<file path="src/rtl/alu_pkg.sv">
// Shared ALU definitions: opcode encoding, data widths and the operand bundle
// carried by the command scheduler.
package alu_pkg;

  localparam int DATA_W = 8;
  localparam int OP_W   = 3;

  typedef enum logic [OP_W-1:0] {
    OP_AND  = 3'd0,
    OP_OR   = 3'd1,
    OP_NAND = 3'd2,
    OP_NOR  = 3'd3,
    OP_ADD  = 3'd4,
    OP_SUB  = 3'd5,
    OP_MUL  = 3'd6,
    OP_NOT  = 3'd7
  } op_e;

  typedef logic [DATA_W-1:0] data_t;
  typedef logic [OP_W-1:0]   op_t;

  typedef struct packed {
    data_t a;
    data_t b;
    op_t   f;
  } operands_t;

endpackage

</file>
<file path="src/rtl/alu_sync_fifo.sv">
// Single-clock FIFO with registered occupancy; dout shows the head entry
// combinationally. DEPTH must be a power of two.
module alu_sync_fifo #(
  parameter int WIDTH = 8,
  parameter int DEPTH = 4
) (
  input  logic                     clk,
  input  logic                     rst,
  input  logic                     push,
  input  logic [WIDTH-1:0]         din,
  input  logic                     pop,
  output logic [WIDTH-1:0]         dout,
  output logic                     full,
  output logic                     empty,
  output logic [$clog2(DEPTH):0]   count
);

  localparam int AW = $clog2(DEPTH);

  logic [WIDTH-1:0] mem [DEPTH];
  logic [AW-1:0]    wr_ptr;
  logic [AW-1:0]    rd_ptr;
  logic             do_push;
  logic             do_pop;

  assign full    = (count == (AW+1)'(DEPTH));
  assign empty   = (count == '0);
  assign do_push = push && !full;
  assign do_pop  = pop && !empty;
  assign dout    = mem[rd_ptr];

  // NOTE: storage has no reset; only pointers and count define validity,
  // which keeps the array a plain RAM without a reset tree.
  always_ff @(posedge clk) begin
    if (do_push) mem[wr_ptr] <= din;
  end

  always_ff @(posedge clk or posedge rst) begin
    if (rst) begin
      wr_ptr <= '0;
      rd_ptr <= '0;
      count  <= '0;
    end else begin
      if (do_push) wr_ptr <= wr_ptr + AW'(1);
      if (do_pop)  rd_ptr <= rd_ptr + AW'(1);
      case ({do_push, do_pop})
        2'b10:   count <= count + (AW+1)'(1);
        2'b01:   count <= count - (AW+1)'(1);
        default: count <= count;
      endcase
    end
  end

endmodule

</file>
<file path="src/rtl/alu_cmd_sched.sv">
// Command scheduler around a registered 8-bit ALU: buffers tagged commands,
// issues them under output credits and collects results in order.
module alu_cmd_sched
  import alu_pkg::*;
#(
  parameter int IN_DEPTH  = 4,
  parameter int OUT_DEPTH = 4,
  parameter int TAG_W     = 4
) (
  input  logic              clk,
  input  logic              rst,
  input  logic              in_valid,
  output logic              in_ready,
  input  logic [DATA_W-1:0] in_a,
  input  logic [DATA_W-1:0] in_b,
  input  logic [OP_W-1:0]   in_f,
  input  logic [TAG_W-1:0]  in_tag,
  output logic [DATA_W-1:0] alu_a,
  output logic [DATA_W-1:0] alu_b,
  output logic [OP_W-1:0]   alu_f,
  input  logic [DATA_W-1:0] alu_y,
  output logic              out_valid,
  input  logic              out_ready,
  output logic [DATA_W-1:0] out_y,
  output logic [TAG_W-1:0]  out_tag,
  output logic [OP_W-1:0]   out_f
);

  typedef logic [TAG_W-1:0] tag_t;

  typedef struct packed {
    operands_t op;
    tag_t      tag;
  } cmd_t;

  typedef struct packed {
    data_t y;
    tag_t  tag;
    op_t   f;
  } res_t;

  localparam int IN_CW  = $clog2(IN_DEPTH) + 1;
  localparam int OUT_CW = $clog2(OUT_DEPTH) + 1;

  cmd_t              in_din, in_head;
  logic              in_full, in_empty;
  logic [IN_CW-1:0]  in_count;
  res_t              out_din, out_head;
  logic              out_full, out_empty;
  logic [OUT_CW-1:0] out_count;

  logic              issue;
  logic [OUT_CW:0]   committed;
  logic              s1_vld, s2_vld;
  tag_t              s1_tag, s2_tag;
  op_t               s1_f, s2_f;

  assign in_ready = !rst && !in_full;
  assign in_din   = {in_a, in_b, in_f, in_tag};

  alu_sync_fifo #(.WIDTH($bits(cmd_t)), .DEPTH(IN_DEPTH)) u_in_fifo (
    .clk   (clk),
    .rst   (rst),
    .push  (in_valid && in_ready),
    .din   (in_din),
    .pop   (issue),
    .dout  (in_head),
    .full  (in_full),
    .empty (in_empty),
    .count (in_count)
  );

  // Every issued command owns an output slot until it is popped; counting
  // pops from this same cycle is deliberately skipped.
  assign committed = (OUT_CW+1)'(s1_vld) + (OUT_CW+1)'(s2_vld) + (OUT_CW+1)'(out_count);
  assign issue     = !in_empty && (committed < (OUT_CW+1)'(OUT_DEPTH));

  always_ff @(posedge clk or posedge rst) begin
    if (rst) begin
      alu_a  <= '0;
      alu_b  <= '0;
      alu_f  <= '0;
      s1_vld <= 1'b0;
      s1_tag <= '0;
      s1_f   <= '0;
      s2_vld <= 1'b0;
      s2_tag <= '0;
      s2_f   <= '0;
    end else begin
      s1_vld <= issue;
      if (issue) begin
        alu_a  <= in_head.op.a;
        alu_b  <= in_head.op.b;
        alu_f  <= in_head.op.f;
        s1_tag <= in_head.tag;
        s1_f   <= in_head.op.f;
      end
      s2_vld <= s1_vld;
      s2_tag <= s1_tag;
      s2_f   <= s1_f;
    end
  end

  // The ALU registers alu_* on the edge that moves S1 into S2, so alu_y
  // lines up with the S2 tag.
  assign out_din = {alu_y, s2_tag, s2_f};

  alu_sync_fifo #(.WIDTH($bits(res_t)), .DEPTH(OUT_DEPTH)) u_out_fifo (
    .clk   (clk),
    .rst   (rst),
    .push  (s2_vld),
    .din   (out_din),
    .pop   (out_valid && out_ready),
    .dout  (out_head),
    .full  (out_full),
    .empty (out_empty),
    .count (out_count)
  );

  assign out_valid = !out_empty;
  assign out_y     = out_valid ? out_head.y   : '0;
  assign out_tag   = out_valid ? out_head.tag : '0;
  assign out_f     = out_valid ? out_head.f   : '0;

  capture_no_overflow: assert property (@(posedge clk) disable iff (rst) s2_vld |-> !out_full);
  in_count_bounded:    assert property (@(posedge clk) disable iff (rst) in_count <= IN_CW'(IN_DEPTH));

endmodule

</file>
<file path="config.mk">
export PLATFORM = sky130hd
export DESIGN_NAME = alu_cmd_sched
export DESIGN_NICKNAME = d
export VERILOG_FILES = /design/src/rtl/alu_pkg.sv /design/src/rtl/alu_sync_fifo.sv /design/src/rtl/alu_cmd_sched.sv
export SDC_FILE = /design/constraint.sdc
export NUM_CORES = 1
export LEC_CHECK = 0
export CELL_PAD_IN_SITES_DETAIL_PLACEMENT = 2
export CELL_PAD_IN_SITES_GLOBAL_PLACEMENT = 2
export CORE_ASPECT_RATIO = 1.1
export CORE_MARGIN = 3
export CORE_UTILIZATION = 48
export CTS_CLUSTER_DIAMETER = 60
export DETAILED_ROUTE_END_ITERATION = 16
export PLACE_DENSITY = 0.95
export SYNTH_ARGS = -nofsm -noshare
export SYNTH_HDL_FRONTEND = slang
export SYNTH_HIERARCHICAL = 1
export SYNTH_SLANG_ARGS = --single-unit
</file>
<file path="constraint.sdc">
create_clock -name clk -period 8 [get_ports clk]
set_input_delay 2 -clock clk [delete_from_list [all_inputs] [get_ports clk]]
set_output_delay 2 -clock clk [all_outputs]
set_load 0.1 [all_outputs]
</file>
==> results.yml, run 1 <==
run_status:
  status: "finished, final reports clean"
critical_path:
  critPathSlowestCell: "clkdlybuf4s50_1"
  crit_top_cell: "clkdlybuf4s50_1"
  critPathMaxStageDelay_ns: 1.18
  path_cells: "clkdlybuf4s50_1 > nor2_1 > clkdlybuf4s50_1"
  cp_max_fo: 4
  path_delay_family: "buffers and inverters"
  crit_required_ns: 6.00
  cp.arrival_ns: 3.82
  path_class: "input pin to output port"
  end_kind: "output port"
  critPathBufInv: 2
  worstSetupStartpointType: "input pin"
logic_synthesis:
  syn_inst: 357
  synth_area_um2: 7670
  synth_top_area_share_pct: 59.5
  postSynthNetCount: 405
  synth_common_cells: "152 x edfxtp_1, 46 x dfrtp_1, 26 x mux4_2, 23 x mux2_2"
  yosys.cell_types.count: 26
  ys_seq_area_share_pct: 74.5
  synthMostInstantiatedCell: "edfxtp_1"
  yosys.area.top_type: "edfxtp_1"
  yosys_warnings: 6
  synth_area_per_cell_um2: 21.5
  synth_ff_type: "edfxtp_1"
  synth_edf_count: 152
  synth_area_leaders: "edfxtp_1 59%, dfrtp_1 15%, mux4_2 7.6%"
  synth-async-reset-ratio_pct: 23.2
  ys_ff_latch: 198
cts:
  root_buffer: "clkbuf_16"
  cts_tree: "done"
  clk_pin_slew_worst_paths_ns: 0.07
  cts-buffers-inserted: 17
  clock_path_buffers: 2
  clkLatencyLatePin_ns: 0.43
  clock_sinks: 198
  h-tree-depth: 4
  cts_setup_buffers: 0
  cts.repair.resized: 0
  postCtsHoldBufs: 0
timing:
  setup_tns_ns: 0
  hold_viol: 0
  rsz0062_at_grt: "false"
  final.setup_skew_ns: 0.0128
  tightest_slew_ns: 1.33
  period_share_pct: 72.8
  timing.final.ws_setup_ns: 2.18
  setup_viol: 0
  max_freq_mhz: 172
  post-route-min-period_ns: 5.82
  relSlewSlack_pct: 11.1
  maxSlewViolCount: 0
job:
  cap_violations: 0
place:
  io_buffers: 70
  place_hpwl_um: 11300
  gp_congestion: 0.673
  place_ws_ns: 2.17
cells_and_area:
  diodes: 0
  nets: 484
  layout-drive-gt1-share_pct: 20.5
  syn_to_final_growth_pct: 19.3
drt:
  first_pass_iters: 4
  drt-total-wl_um: 17300
  wirelength_met1_um: 6400
  via_count: 3572
  viasPerCell: 5.54
  routed.top_layer: "met4"
  wl_met2_um: 9880
  met3_length_um: 643
  drc: 0
  postRouteAntennaNets: 0
  drt_iter0_markers: 224
  post_drt_wl_per_cell_um: 26.9
global_routing:
  overflow: 0
  grt_pass1_vias: 4189
  grt_max_degree: 33
  track_usage_pct: 20.9
  antenna_found_initial: 0
  grt_pass1_wl_um: 26600
die:
  die_y_um: 139
  core_um2: 15300
  die_x_um: 127
  die-area_um2: 17500
  rows: 47
  io_pins: 71
  start_util_pct: 50.0
hold_path:
  min_path_type: "flop to flop"
-- logic make-up (layout without fill, tap and decap cells) --
kind of cell / Yosys count / in the layout / synth area share [%]
XOR/XNOR: 12 / 12 / 1.37
flip-flops: 198 / 198 / 74.5
buffers and inverters: 29 / 121 / 2.53
adder cells (fa/ha/maj): 13 / 13 / 2.31
multiplexers: 65 / 65 / 15.8
AO/OA/AOI/OAI: 4 / 4 / 0.587
AND/OR/NAND/NOR: 36 / 36 / 2.97
-- cells in the final DEF (no fill, tap or decap), types with 9 or more instances in the layout --
master | synthesis | layout
edfxtp_1 | 152 | 152
ha_1 | 11 | 11
mux2_2 | 23 | 23
nor2b_1 | 16 | 16
and2_1 | 9 | 9
dfrtp_1 | 46 | 46
mux4_2 | 26 | 26
clkbuf_16 | 0 | 17
clkdlybuf4s50_1 | 0 | 70
mux4_1 | 12 | 12
inv_1 | 16 | 16
-- registers in the layout, summed over array words and instances (netlist names), 3 cells and up --
register	count
s1_tag	4
alu_b	8
s2_f	3
u_out_fifo/count	3
u_out_fifo/mem	60
s2_tag	4
u_in_fifo/count	3
s1_f	3
u_in_fifo/mem	92
alu_a	8
-- per-layer routing --
metal	global-route usage, %	vias up
met5	0	-
met4	6.95	0
met3	4.62	25
met2	38.6	91
met1	23.8	1909
li1	-	1547
-- path summary, 6_finish.rpt --
check / endpoint / cells past startpoint / from / slack, ns
setup / recovery: in_ready / 3 / rst / 2.18
min in group asynchronous: u_out_fifo/rd_ptr[0] / 2 / rst / 1.93
max in group asynchronous: s2_tag[1] / 3 / rst / 5.54
hold / removal: s2_tag[0] / 0 / s1_tag[0] / 0.38
hold reg to reg: s2_tag[0] / 0 / s1_tag[0] / 0.38
setup reg to reg: u_in_fifo/count[2] / 11 / u_out_fifo/count[0] / 4.71
-- area by class of cell --
cell class | instances | area, um2
clock buffer | 17 | 425
timing repair buffer | 73 | 723
clock inverter | 15 | 216
tap | 196 | 245
fill | 1199 | 6190
multi-input combinational | 130 | 1770
inverter | 16 | 60.1
sequential | 198 | 5720
-- through the flow --
stage / instance area [um2] / hold slack (ns) / std cells / utilization [%]
6_report: 9160 / 0.378 / 645 / 59.7
5_1_grt: 9160 / 0.399 / 645 / 59.7
3_3_place_gp: 8510 / 0.357 / 613 / 55.5
2_1_floorplan: 7670 / 0.350 / 357 / -
4_1_cts: 9160 / 0.383 / 645 / 59.7
3_5_place_dp: 8510 / 0.363 / 613 / 55.5
Power of run 1 is left out: the tool's default activity adds up to more than one toggle a clock period on the data nets, which glitch-free logic cannot reach.
==> inputs of run 2 (changes only) <==
--- a/config.mk
+++ b/config.mk
@@ -9,10 +9,10 @@
 export CELL_PAD_IN_SITES_GLOBAL_PLACEMENT = 2
 export CORE_ASPECT_RATIO = 1.1
 export CORE_MARGIN = 3
-export CORE_UTILIZATION = 48
+export CORE_UTILIZATION = 44
 export CTS_CLUSTER_DIAMETER = 60
 export DETAILED_ROUTE_END_ITERATION = 16
-export PLACE_DENSITY = 0.95
+export PLACE_DENSITY = 0.89
 export SYNTH_ARGS = -nofsm -noshare
 export SYNTH_HDL_FRONTEND = slang
 export SYNTH_HIERARCHICAL = 1
==> constraint.sdc (replaced) <==
create_clock -name clk -period 6 [get_ports clk]
set_input_delay 1.5 -clock clk [delete_from_list [all_inputs] [get_ports clk]]
set_output_delay 1.5 -clock clk [all_outputs]
set_load 0.1 [all_outputs]
==> run 2 against run 1 <==
Against the previous run:
- cell area rose by 0.23%
- clock skew fell by 0.0055 ns
- clock-buffer cell count increased by 1
- register-to-register slack worse by 1.8 ns
- sequential share of layout area fell by 0.14 points
- worst hold slack improved by 0.0021 ns
- worst setup slack worse by 0.89 ns
- sequential cell count unchanged
- core utilization down 5.9 points
==> results.yml, run 2 (same netlist as run 1, synthesis figures left out) <==
timing:
  maxSlewViolCount: 0
  post-route-min-period_ns: 4.71
  setup_tns_ns: 0
  hold_viol: 0
  tightest_slew_ns: 1.24
  relSlewSlack_pct: 17.1
  period_share_pct: 78.6
  max_freq_mhz: 212
  setup_viol: 0
  rsz0062_at_grt: "false"
  final.setup_skew_ns: 0.00731
cts:
  cts-buffers-inserted: 17
  postCtsHoldBufs: 0
  cts_setup_buffers: 0
  clock_sinks: 198
  h-tree-depth: 4
  cts.repair.resized: 0
  clock_path_buffers: 2
  root_buffer: "clkbuf_16"
  clkLatencyLatePin_ns: 0.43
  cts_tree: "done"
  clk_pin_slew_worst_paths_ns: 0.07
cells_and_area:
  reg_top3: "u_in_fifo/mem: 92 flops, u_out_fifo/mem: 60 flops"
  syn_to_final_growth_pct: 19.6
  mostFrequentLayoutCell: "edfxtp_1"
  nets: 488
  final_cells: 687
  largest_reg_flops: 92
  layout-drive-gt1-share_pct: 21.2
  largest_register: "u_in_fifo/mem"
  layout.cells.most_common_list: "152 x edfxtp_1, 69 x clkdlybuf4s50_1, 46 x dfrtp_1"
  diodes: 0
critical_path:
  path_class: "flop to output port"
  end_kind: "output port"
  worstSetupStartpointType: "flop"
  crit_required_ns: 4.50
  reg2reg_depth: 11
  ff2ff_setup_slack_ns: 2.88
  cp_max_fo: 17
  cp.arrival_ns: 3.21
place:
  dp_cells: 655
  io_buffers: 70
  place_hpwl_um: 10500
  gp_congestion: 0.702
global_routing:
  track_usage_pct: 17.8
  grt_pass1_wl_um: 24900
  grt_pass1_vias: 4137
  overflow: 0
  antenna_found_initial: 1
  grt_max_degree: 33
hold_path:
  min_path_type: "flop to flop"
  whs_path_depth: 0
die:
  start_util_pct: 44.9
  die_y_um: 145
  io_pins: 71
  rows: 50
  die_x_um: 132
  core_um2: 17100
  die-area_um2: 19100
drt:
  post_drt_wl_per_cell_um: 23.2
  drc: 0
  drt-total-wl_um: 16000
  viasPerCell: 5.19
  first_pass_iters: 4
  postRouteAntennaNets: 0
  drt_iter0_markers: 190
  via_count: 3564
run_status:
  status: "finished, final reports clean"
job:
  cap_violations: 0
run 2: cell count changes in the layout (fill, tap and decap cells not counted), sizes merged:
| cell | before | now |
|---|---|---|
| clkinv | 4 | 6 |
| inv | 22 | 23 |
| buf | 3 | 8 |
| clkbuf | 17 | 18 |
| bufinv | 4 | 0 |
| clkdlybuf4s50 | 70 | 69 |
run 2: area by class of cell:
class / count / area (um2)
well taps: 234 / 293
clock inverters: 14 / 159
repair buffers: 77 / 751
clock buffers: 18 / 429
flip-flops and latches: 198 / 5720
multi-input cells: 130 / 1770
inverters: 16 / 60.1
fillers: 1426 / 7900
run 2: path summary, 6_finish.rpt:
kind / start / end
setup / recovery: u_out_fifo/rd_ptr[0] / out_tag[0]
hold / removal: s1_tag[0] / s2_tag[0]
setup reg to reg: u_out_fifo/count[0] / u_in_fifo/count[2]
hold reg to reg: s1_tag[0] / s2_tag[0]
max in group asynchronous: rst / alu_b[1]
min in group asynchronous: rst / u_in_fifo/rd_ptr[0]
run 2: critical path, cell delays in order, from the launching register on:
cell and delay [ns]:
dfrtp_1 0.94, mux4_1 0.67, nor2b_1 0.15, clkdlybuf4s50_1 1.01
run 2: metal layers:
layer / share of wire, % / GRT usage, %
met5: 0.056 / 0
met4: 1.5 / 5.97
met3: 3.5 / 3.93
met2: 56 / 32.6
met1: 39 / 21.0
run 2: metrics by stage:
step	utilization, %	hold slack (ns)	instance area (um2)	worst slack (ns)
CTS	53.7	0.382	9180	1.19
global route	53.7	0.397	9180	1.10
detailed placement	50.3	0.365	8590	1.66
global placement	50.3	0.358	8590	1.77
finish	53.7	0.380	9180	1.29
floorplan	-	0.350	7670	1.70
Power of run 2 is left out for the same reason.
